$ cat src/rtl/copro_pkg.sv
`default_nettype none
// ============================================================================
// Module      : copro_pkg
// Description : Shared definitions for the GCD/LCM custom-instruction
//               coprocessor: FSM state type, opcodes, writeback select.
// Revision    : 1.0 - initial release
// ============================================================================
package copro_pkg;

    typedef enum logic [2:0] {
        ST_IDLE  = 3'd0,
        ST_EVEN  = 3'd1,
        ST_STEIN = 3'd2,
        ST_DIV   = 3'd3,
        ST_MUL   = 3'd4,
        ST_DONE  = 3'd5
    } copro_state_t;

    localparam logic [6:0] OP_GCD          = 7'b0000000;
    localparam logic [6:0] OP_LCM          = 7'b0000001;
    localparam logic [1:0] RESULTSRC_COPRO = 2'b11;

endpackage
`default_nettype wire

$ cat src/rtl/gcd_lcm_copro_if.sv
`default_nettype none
// ============================================================================
// Module      : gcd_lcm_copro_if
// Description : Custom-instruction handshake between core (master) and the
//               GCD/LCM coprocessor (slave).
// Revision    : 1.0 - initial release
// ============================================================================
interface gcd_lcm_copro_if #(
    parameter int WIDTH = 32
);
    logic             start;
    logic             op;
    logic [WIDTH-1:0] srca;
    logic [WIDTH-1:0] srcb;
    logic             busy;
    logic             done;
    logic [WIDTH-1:0] result;
    logic             ovf;

    modport master (
        output start, op, srca, srcb,
        input  busy, done, result, ovf
    );

    modport slave (
        input  start, op, srca, srcb,
        output busy, done, result, ovf
    );
endinterface
`default_nettype wire

$ cat src/rtl/copro_divmul.sv
`default_nettype none
// ============================================================================
// Module      : copro_divmul
// Description : Sequential restoring divider and shift-add multiplier sharing
//               one step counter. Each operation runs WIDTH cycles while its
//               go level is held; fin marks the last step.
// Revision    : 1.0 - initial release
// ============================================================================
module copro_divmul #(
    parameter int WIDTH = 32
) (
    input  wire logic               clk,
    input  wire logic               reset,
    input  wire logic               go_div,
    input  wire logic               go_mul,
    input  wire logic [WIDTH-1:0]   dividend,
    input  wire logic [WIDTH-1:0]   divisor,
    input  wire logic [WIDTH-1:0]   mplier,
    input  wire logic [WIDTH-1:0]   mcand,
    output logic      [WIDTH-1:0]   q,
    output logic      [2*WIDTH-1:0] p,
    output logic                    fin
);
    localparam int CW = $clog2(WIDTH) + 1;
    localparam int IW = $clog2(WIDTH);

    logic [CW-1:0]      r_cnt;
    logic [WIDTH-1:0]   r_rem;
    logic [WIDTH-1:0]   r_q;
    logic [2*WIDTH-1:0] r_p;

    logic [IW-1:0]      w_idx;
    logic               w_first;
    logic [WIDTH-1:0]   w_rem_base;
    logic [WIDTH-1:0]   w_q_base;
    logic [WIDTH:0]     w_trial;
    logic [WIDTH:0]     w_diff;
    logic               w_ge;
    logic [2*WIDTH-1:0] w_p_base;
    logic [2*WIDTH-1:0] w_addend;

    // One division step and one multiply step; step 0 starts from cleared
    // partials so no separate load cycle is needed.
    always_comb begin
        w_idx      = r_cnt[IW-1:0];
        w_first    = (r_cnt == '0);
        w_rem_base = w_first ? '0 : r_rem;
        w_q_base   = w_first ? '0 : r_q;
        w_trial    = {w_rem_base, dividend[IW'(WIDTH-1) - w_idx]};
        // Trial is below 2*divisor, so a borrow shows up in the top bit.
        w_diff     = w_trial - {1'b0, divisor};
        w_ge       = ~w_diff[WIDTH];
        w_p_base   = w_first ? '0 : r_p;
        w_addend   = mplier[w_idx] ? ({{WIDTH{1'b0}}, mcand} << w_idx) : '0;
        p          = w_p_base + w_addend;
        q          = r_q;
        fin        = (go_div | go_mul) && (r_cnt == CW'(WIDTH-1));
    end

    // Step counter and partial-result registers.
    always_ff @(posedge clk or posedge reset) begin
        if (reset) begin
            r_cnt <= '0;
            r_rem <= '0;
            r_q   <= '0;
            r_p   <= '0;
        end else begin
            if (go_div | go_mul) begin
                r_cnt <= fin ? '0 : r_cnt + CW'(1);
            end else begin
                r_cnt <= '0;
            end
            if (go_div) begin
                r_rem <= w_ge ? w_diff[WIDTH-1:0] : w_trial[WIDTH-1:0];
                r_q   <= {w_q_base[WIDTH-2:0], w_ge};
            end
            if (go_mul) begin
                r_p <= p;
            end
        end
    end

endmodule
`default_nettype wire

$ cat src/rtl/gcd_lcm_copro.sv
`default_nettype none
// ============================================================================
// Module      : gcd_lcm_copro
// Description : Multi-cycle GCD/LCM coprocessor. Binary (Stein) GCD, then for
//               LCM an exact division A/g followed by a multiply by B.
// Revision    : 1.0 - initial release
// ============================================================================
module gcd_lcm_copro
    import copro_pkg::*;
#(
    parameter int WIDTH = 32
) (
    input  wire logic         clk,
    input  wire logic         reset,
    gcd_lcm_copro_if.slave    bus
);
    localparam int   KW      = $clog2(WIDTH);
    localparam logic OPR_LCM = OP_LCM[0];

    copro_state_t     r_state;
    copro_state_t     w_next_state;
    logic [WIDTH-1:0] r_a;
    logic [WIDTH-1:0] r_b;
    logic             r_opr;
    logic [WIDTH-1:0] r_x;
    logic [WIDTH-1:0] r_y;
    logic [KW-1:0]    r_k;
    logic [WIDTH-1:0] r_g;
    logic [WIDTH-1:0] r_result;
    logic             r_ovf;

    logic             w_zero;
    logic [WIDTH-1:0] w_g;
    logic             w_go_div;
    logic             w_go_mul;
    logic             w_busy;
    logic             w_done;
    logic [WIDTH-1:0] w_q;
    logic [2*WIDTH-1:0] w_p;
    logic             w_fin;

    copro_divmul #(.WIDTH(WIDTH)) u_divmul (
        .clk      (clk),
        .reset    (reset),
        .go_div   (w_go_div),
        .go_mul   (w_go_mul),
        .dividend (r_a),
        .divisor  (r_g),
        .mplier   (w_q),
        .mcand    (r_b),
        .q        (w_q),
        .p        (w_p),
        .fin      (w_fin)
    );

    // State register.
    always_ff @(posedge clk or posedge reset) begin
        if (reset) begin
            r_state <= ST_IDLE;
        end else begin
            r_state <= w_next_state;
        end
    end

    // Next-state logic; DONE always falls back to IDLE so a held start
    // cannot retrigger from DONE.
    always_comb begin
        w_zero       = (bus.srca == '0) || (bus.srcb == '0);
        w_g          = r_y << r_k;
        w_next_state = r_state;
        case (r_state)
            ST_IDLE:  if (bus.start) w_next_state = w_zero ? ST_DONE : ST_EVEN;
            ST_EVEN:  if (r_x[0] | r_y[0]) w_next_state = ST_STEIN;
            ST_STEIN: if (r_x == '0) w_next_state = (r_opr == OPR_LCM) ? ST_DIV : ST_DONE;
            ST_DIV:   if (w_fin) w_next_state = ST_MUL;
            ST_MUL:   if (w_fin) w_next_state = ST_DONE;
            ST_DONE:  w_next_state = ST_IDLE;
            default:  w_next_state = ST_IDLE;
        endcase
    end

    // Output decode.
    always_comb begin
        w_busy   = (r_state != ST_IDLE) && (r_state != ST_DONE);
        w_done   = (r_state == ST_DONE);
        w_go_div = (r_state == ST_DIV);
        w_go_mul = (r_state == ST_MUL);
    end

    assign bus.busy   = w_busy;
    assign bus.done   = w_done;
    assign bus.result = r_result;
    assign bus.ovf    = r_ovf;

    // Stein datapath; result/ovf only change on the edge that enters DONE.
    always_ff @(posedge clk or posedge reset) begin
        if (reset) begin
            r_a      <= '0;
            r_b      <= '0;
            r_opr    <= 1'b0;
            r_x      <= '0;
            r_y      <= '0;
            r_k      <= '0;
            r_g      <= '0;
            r_result <= '0;
            r_ovf    <= 1'b0;
        end else begin
            case (r_state)
                ST_IDLE: begin
                    if (bus.start) begin
                        r_a   <= bus.srca;
                        r_b   <= bus.srcb;
                        r_opr <= bus.op;
                        r_x   <= bus.srca;
                        r_y   <= bus.srcb;
                        r_k   <= '0;
                        if (w_zero) begin
                            r_result <= (bus.op == OPR_LCM) ? '0 : (bus.srca | bus.srcb);
                            r_ovf    <= 1'b0;
                        end
                    end
                end
                ST_EVEN: begin
                    if (!(r_x[0] | r_y[0])) begin
                        r_x <= r_x >> 1;
                        r_y <= r_y >> 1;
                        r_k <= r_k + KW'(1);
                    end
                end
                ST_STEIN: begin
                    if (r_x == '0) begin
                        r_g <= w_g;
                        if (r_opr != OPR_LCM) begin
                            r_result <= w_g;
                            r_ovf    <= 1'b0;
                        end
                    end else if (!r_x[0]) begin
                        r_x <= r_x >> 1;
                    end else if (!r_y[0]) begin
                        r_y <= r_y >> 1;
                    end else if (r_x >= r_y) begin
                        r_x <= r_x - r_y;
                    end else begin
                        r_y <= r_y - r_x;
                    end
                end
                ST_MUL: begin
                    if (w_fin) begin
                        r_result <= w_p[WIDTH-1:0];
                        r_ovf    <= |w_p[2*WIDTH-1:WIDTH];
                    end
                end
                default: ;
            endcase
        end
    end

endmodule
`default_nettype wire
$ cat src/flat_wrapper.sv
// flat-port wrapper written by rule: the top's interface ports become plain ports
module gcd_lcm_copro_flat import copro_pkg::*;
#(
    parameter int WIDTH = 32
)
  (clk, reset, bus_start, bus_op, bus_srca, bus_srcb, bus_busy, bus_done, bus_result, bus_ovf);
  gcd_lcm_copro_if #(.WIDTH(WIDTH)) bus_i ();
  input  wire logic clk;
  input  wire logic reset;
  input wire logic [$bits(bus_i.start)-1:0] bus_start;
  input wire logic [$bits(bus_i.op)-1:0] bus_op;
  input wire logic [$bits(bus_i.srca)-1:0] bus_srca;
  input wire logic [$bits(bus_i.srcb)-1:0] bus_srcb;
  output wire logic [$bits(bus_i.busy)-1:0] bus_busy;
  output wire logic [$bits(bus_i.done)-1:0] bus_done;
  output wire logic [$bits(bus_i.result)-1:0] bus_result;
  output wire logic [$bits(bus_i.ovf)-1:0] bus_ovf;
  assign bus_i.start = bus_start;
  assign bus_i.op = bus_op;
  assign bus_i.srca = bus_srca;
  assign bus_i.srcb = bus_srcb;
  assign bus_busy = bus_i.busy;
  assign bus_done = bus_i.done;
  assign bus_result = bus_i.result;
  assign bus_ovf = bus_i.ovf;
  gcd_lcm_copro #(.WIDTH(WIDTH)) u_core (.clk(clk), .reset(reset), .bus(bus_i));
endmodule
$ cat config.mk
export PLATFORM = sky130hd
export DESIGN_NAME = gcd_lcm_copro_flat
export DESIGN_NICKNAME = d
export VERILOG_FILES = /design/src/rtl/copro_pkg.sv /design/src/rtl/gcd_lcm_copro_if.sv /design/src/rtl/copro_divmul.sv /design/src/rtl/gcd_lcm_copro.sv /design/src/flat_wrapper.sv
export SDC_FILE = /design/constraint.sdc
export NUM_CORES = 2
export LEC_CHECK = 0
export ABC_AREA = 1
export CORE_UTILIZATION = 45
export CTS_CLUSTER_DIAMETER = 150
export DETAILED_ROUTE_END_ITERATION = 8
export DONT_BUFFER_PORTS = 1
export SLEW_MARGIN = 10
export SYNTH_ARGS = -nofsm -noshare
export SYNTH_HDL_FRONTEND = slang
export SYNTH_SLANG_ARGS = --single-unit
$ cat constraint.sdc
create_clock -name clk -period 22.4 [get_ports clk]
set_clock_uncertainty 0.15 [all_clocks]
set_input_delay 2.24 -clock clk [delete_from_list [all_inputs] [get_ports clk]]
set_output_delay 2.24 -clock clk [all_outputs]
set_load 0.03 [all_outputs]
Yosys cells after proc, flatten, opt, wreduce, memory -nomap -nowiden
Cells that the tools add are included.

word-level totals
  bits in registers = 336

cells by class
  equality and inequality tests = 20
  add/sub/neg operators = 7
  multiplexer cells = 49
  bitwise operators = 4
  shift operators = 2
  magnitude comparators = 3
  reductions and logical operators = 22

operator list
  cell                                                 number
  2-to-1 mux 32 bit                                    20
  one-hot mux 32 bit (3 select lines)                  3
  2-to-1 mux 64 bit                                    2
  zero test 32 bit                                     3
  adder 64 bit                                         1
  << shifter 32 x 5 -> 64 bit                          1
  subtractor 32 bit                                    2
  subtractor 33 x 32 -> 33 bit                         1
  >= comparator 32 bit                                 1
  OR 32 bit                                            1
  OR reduction 32 bit                                  1
  << shifter 32 x 5 -> 32 bit                          1
  2-to-1 mux 31 bit                                    1
  2-to-1 mux 3 bit                                     7
  AND reduction 6 bit                                  3
  one-hot mux 3 bit (5 select lines)                   1
  < comparator 5 x 6 -> 1 bit (second input constant)  2
  2-to-1 mux 6 bit                                     2
  != test 2 x 1 -> 1 bit (second input constant)       6
  != test 3 bit (second input constant)                4
  binary-select mux 1 bit (select 5 bit)               2
  2-to-1 mux 5 bit                                     2
  one-hot mux 5 bit (2 select lines)                   1
  AND reduction 5 bit                                  2
  other kinds (21)                                     37

Depth between registers and ports, before layout
  depth in word-level cells = 7
  depth in mapped cells = 35
  depth with buffers taken out = 34

Hierarchy
A second synthesis with hierarchy kept.

unflattened totals
  cells, all modules = 5808
  area total of the unflattened synthesis = 33567.2 um^2

by module, submodules not included
  module         times used  cells each  area each (um^2)  seq. area each (um^2)
  copro_divmul   1           3255        17516.8           3353.2
  gcd_lcm_copro  1           2553        16050.4           5054.8

Worst setup path before layout
No wires, ideal clock.

  path kind = register to register
  start point = register u_core.u_divmul.r_cnt[1]
  end point = register u_core.r_ovf, in the netlist u_core.bus.ovf
  path buffers = 5
  cell stages (with the launch flop) = 31
  required time = 22.133 ns
  slack = 18.186 ns
  period minus slack after synthesis = 4.214 ns
  arrival = 3.947 ns
  cell sequence = dfrtp_1 > clkbuf_1 > inv_1 > buf_2 > buf_1 > ha_1 > nand4_1 > clkbuf_1 > buf_1 > nand2_1 > inv_1 > ha_1 > fa_1 > nand3_1 > nand3_1 > nand2_1 > nand2_1 > nand2_1 > nand2_1 > nand2_1 > nand2_1 > nand2_1 > nand2_1 > nand2_1 > nand2_1 > nor2_1 > nand2_1 > nor2_1 > nand3_1 > nand2_1 > nand2_1

between the ends
  word-level cells in the longest chain between the ends = 7
  elaborated cells between the ends (all ways) = 14

ends and longest elaborated chain
  what                                    line                  text
  start, declared                         copro_divmul.sv:27    logic [CW-1:0] r_cnt;
  start signal, assigned                  copro_divmul.sv:69    r_cnt <= fin ? '0 : r_cnt + CW'(1);
  binary-select mux 1 bit (select 5 bit)  copro_divmul.sv:54    w_addend = mplier[w_idx] ? ({{WIDTH{1'b0}}, mcand} << w_idx) : '0;
  2-to-1 mux 1 bit (implied by the code)  copro_divmul.sv:54
  2-to-1 mux 64 bit                       copro_divmul.sv:54
  adder 64 bit                            copro_divmul.sv:55    p = w_p_base + w_addend;
  OR reduction 32 bit                     gcd_lcm_copro.sv:150  r_ovf <= |w_p[2*WIDTH-1:WIDTH];
  2-to-1 mux 1 bit                        gcd_lcm_copro.sv:148  if (w_fin) begin
  one-hot mux 1 bit (3 select lines)      gcd_lcm_copro.sv:108  case (r_state)
  end signal, assigned                    gcd_lcm_copro.sv:150
  end, declared                           gcd_lcm_copro.sv:30   logic r_ovf;

Several ways; a longest one is shown, not always the timed one. The select of a mux whose other input is x is not followed.
A chain may end at the register's enable or synchronous reset.

Worst setup path after layout
  start point = register u_core.u_divmul.r_cnt[3]
  end point = register u_core.r_ovf, in the netlist u_core.bus.ovf

Same word-level chain as after synthesis.

==> flow_metrics.env <==
export IMPL_status="finished clean"
export IMPL_synth_seq_area_share_pct=26.8
export IMPL_worst_slew_pin_slew_ns=1.13
export IMPL_final_nets=5340
export IMPL_synth_cells=5240
export IMPL_synth_area_top_cells="dfrtp_1, nand2_1, inv_1"
export IMPL_cts_num_sinks=336
export IMPL_drt_iter0_markers=3677
export IMPL_regArea_mm2=0.00841
export IMPL_reg2reg_depth=26
export IMPL_start_util_pct=45.6
export IMPL_finalHoldViolCount=0
export IMPL_regToRegStartpoint="u_core.u_divmul.r_cnt[3]"
export IMPL_min_path_type="reg2reg"
export IMPL_rows=96
export IMPL_via_per_inst=5.58
export IMPL_cp_max_fo=52
export IMPL_htree_levels=2
export IMPL_cp_required_ns=22.73
export IMPL_synth_edf_count=0
export IMPL_ant_nets=0
export IMPL_grt_pass1_vias=31400
export IMPL_drive_gt1_share_pct=2.86
export IMPL_fmax_mhz=153
export IMPL_gr_usage_all_layers_pct=38.2
export IMPL_layout_setup_ws_ns=15.88
export IMPL_drt_wl_total_um=137000
export IMPL_drt_first_pass_iters=6
export IMPL_die_height_um=266
export IMPL_gp_congestion=1.10
export IMPL_core_area_mm2=0.0688
export IMPL_rsz0062_at_grt="false"
export IMPL_antenna_found_initial=2
export IMPL_synth_compound_area_share_pct=17.5
export IMPL_ys_ff_latch=336
export IMPL_area_growth_pct=6.43
export IMPL_slew_headroom_pct=24.8
export IMPL_powerDensity_mw_per_mm2=170
export IMPL_vias=33800
export IMPL_dp_slack_ns=16.15
export IMPL_finalMaxSlewViolations=0
export IMPL_cts_tree="yes"
export IMPL_utilization_pct=48.5
export IMPL_drc=0
export IMPL_synthSimpleGateAreaFrac_pct=33.9
export IMPL_synth_top_cell_area_share_pct=26.8
export IMPL_synth_top_family_by_area="simple AND/OR/NAND/NOR gates"
export IMPL_grt_pass1_wl_um=202000
export IMPL_dpl_hpwl_um=110000
export IMPL_finalCritPeriodShare_pct=29.1
export IMPL_clock_latency_ns=0.61
export IMPL_crit_arrival_ns=6.85
export IMPL_synth_cell_types=53
export IMPL_cts_root_buffer="clkbuf_16"
export IMPL_r2r_end="u_core.bus.ovf"
export IMPL_min_from="u_core.r_a[22]"
export IMPL_whs_path_depth=2
export IMPL_ioPinCount=103
export IMPL_yosys_warnings=0
export IMPL_post_place_cells=5992
export IMPL_fin_setup_tns_ns=0
export IMPL_worstSetupEndpointType="flop"
export IMPL_post_cts_resize_count=0
export IMPL_syn_area_mm2=0.0314
export IMPL_synth_adder_area_share_pct=6.72
export IMPL_min_to="u_core.r_a[22]"
export IMPL_wire_per_inst_um=22.6
export IMPL_holdWs_ns=0.325
export IMPL_grt_ovfl_total=0
export IMPL_period_minus_slack_ns=6.52
export IMPL_syn_nets=5474
export IMPL_ir_drop_uv=125
export IMPL_p_leak_nw=18.1
export IMPL_synth_async_reset_ratio_pct=100
export IMPL_synth_top_area_cell="dfrtp_1"
export IMPL_portBuffers=0
export IMPL_start_kind="flop"
export IMPL_synth_xor_area_share_pct=2.43
export IMPL_drv_cap=0
export IMPL_path_class="reg2reg"
export IMPL_cts_hold_buffers=0
export IMPL_clkTransAtPathRegs_ns=0.06
export IMPL_synth_mux_area_share_pct=0.670
export IMPL_cts_setup_buffers=0
export IMPL_fp_dieArea_mm2=0.0708
export IMPL_synth_ff_type="dfrtp_1"
export IMPL_numCtsBuffers=43
export IMPL_multi_input_area_mm2=0.0192
export IMPL_r2r_setup_slack_ns=15.88
export IMPL_grt_start_max_net_pins=86
export IMPL_dieWidth_um=266
export IMPL_avgSynthCellArea_um2=5.99
export IMPL_nFillCells=7544
export IMPL_layoutNonFillerInstCount=6068
export IMPL_cts_path_max_buffers=3
export IMPL_finalSetupViolations=0
power breakdown:
group | leakage, nW | internal [W] | switching (W)
combinational | 13.2 | 0.00111 | 0.00271
clock | 0.705 | 0.000433 | 0.000304
sequential | 4.26 | 0.000830 | 0.000302
total | 18.1 | 0.00237 | 0.00332
worst max path at each step:
stage / from / to / slack (ns) / cells after the start
detailed placement: u_core.u_divmul.r_cnt[3] / u_core.bus.ovf / 16.15 / 26
global placement: u_core.u_divmul.r_cnt[3] / u_core.bus.ovf / 16.15 / 26
finish: u_core.u_divmul.r_cnt[3] / u_core.bus.ovf / 15.88 / 26
global route: u_core.u_divmul.r_cnt[3] / u_core.bus.ovf / 15.59 / 26
floorplan: reset / u_core.bus.ovf / 10.70 / 1
CTS: u_core.u_divmul.r_cnt[3] / u_core.bus.ovf / 16.13 / 26
synthesized netlist by cell type, types with 3 or more instances:
cell      number
nand2_1     1732
inv_1        752
nor2_1       529
o21ai_0      493
dfrtp_1      336
a21oi_1      269
nand3_1      257
ha_1         162
clkbuf_1     142
xor2_1        67
o22ai_1       59
nor3_1        56
a31oi_1       38
buf_1         27
a41oi_1       26
nor4_1        25
buf_2         24
mux2i_1       21
nand4_1       21
o211ai_1      21
o21bai_1      21
xnor2_1       20
a22oi_1       19
inv_2         13
o21ai_1       13
nand3b_1      12
buf_4         10
a21boi_0       9
a21o_1         6
nor2_2         6
o221ai_1       6
clkbuf_2       5
and2_1         4
buf_6          4
fa_1           4
o21a_1         4
or2_2          4
a21oi_2        3
nand2_2        3
through the flow:
step           power [W]  area, um^2
6_report         0.00569       33400
5_1_grt          0.00611       33400
3_3_place_gp     0.00485       31900
4_1_cts          0.00560       33400
3_5_place_dp     0.00485       31900
2_1_floorplan    0.00368       31400
state kept, by name, indices dropped and copies added (netlist names), 5 cells and up:
signal                 cells
u_core.r_y                32
u_core.r_g                32
u_core.u_divmul.r_rem     32
u_core.r_k                 5
u_core.u_divmul.q         32
u_core.u_divmul.r_cnt      6
u_core.bus.result         32
u_core.r_x                32
u_core.r_a                32
u_core.r_b                32
u_core.u_divmul.r_p       64
kinds of logic (layout without fill, tap and decap cells):
| kind of cell | Yosys count | after routing |
|---|---|---|
| flip-flops | 336 | 336 |
| AND/OR/NAND/NOR | 2656 | 2656 |
| other | 0 | 1 |
| adder cells (fa/ha/maj) | 166 | 166 |
| multiplexers | 21 | 21 |
| XOR/XNOR | 87 | 87 |
| AO/OA/AOI/OAI | 996 | 996 |
| buffers and inverters | 978 | 874 |
cell type report:
type | instances | share of cell area (%)
antenna | 1 | 0.00750
timing repair buffer | 33 | 0.742
sequential | 336 | 25.2
clock inverter | 18 | 0.821
multi-input combinational | 3926 | 57.5
tap | 931 | 3.49
clock buffer | 57 | 3.56
inverter | 766 | 8.64
cells in the final DEF, fill, tap and decap left out, types with 38 or more instances in the layout:
| cell type | Yosys | routed |
|---|---|---|
| o22ai_1 | 59 | 59 |
| nand2_1 | 1732 | 1730 |
| ha_1 | 162 | 162 |
| a21oi_1 | 269 | 269 |
| inv_1 | 752 | 748 |
| nand3_1 | 257 | 257 |
| a31oi_1 | 38 | 38 |
| clkbuf_16 | 0 | 43 |
| dfrtp_1 | 336 | 332 |
| nor2_1 | 529 | 528 |
| o21ai_0 | 493 | 493 |
| nor3_1 | 56 | 55 |
| xor2_1 | 67 | 67 |
critical path: stages (launching register included):
cell	delay, ns
dfrtp_2	0.34
buf_4	0.48
inv_2	0.50
nand3_1	0.21
nand2_1	0.15
nand2_1	0.53
nand2_1	0.81
o21ai_0	0.48
inv_1	0.20
ha_1	0.40
nand2_1	0.12
nor2_1	0.19
inv_1	0.09
nor2_1	0.26
nand2_1	0.18
nor3_1	0.16
nand2_1	0.10
nand3_1	0.08
nand2_1	0.05
nand2_1	0.11
nand2_1	0.08
nor2_1	0.15
nand2_1	0.06
nor2_1	0.24
nand3_1	0.12
nand2_1	0.07
nand2_1	0.04
per-layer routing:
layer,share of wire [%],GRT usage (%),routed length [um],up-vias
li1,-,-,-,16400
met1,43,51.0,59000,15800
met2,43,58.0,58400,1359
met3,9.2,9.47,12600,257
met4,4.9,17.0,6760,2
met5,0.0073,0,10,-
Note: power is estimated with default switching activity, not from simulation.
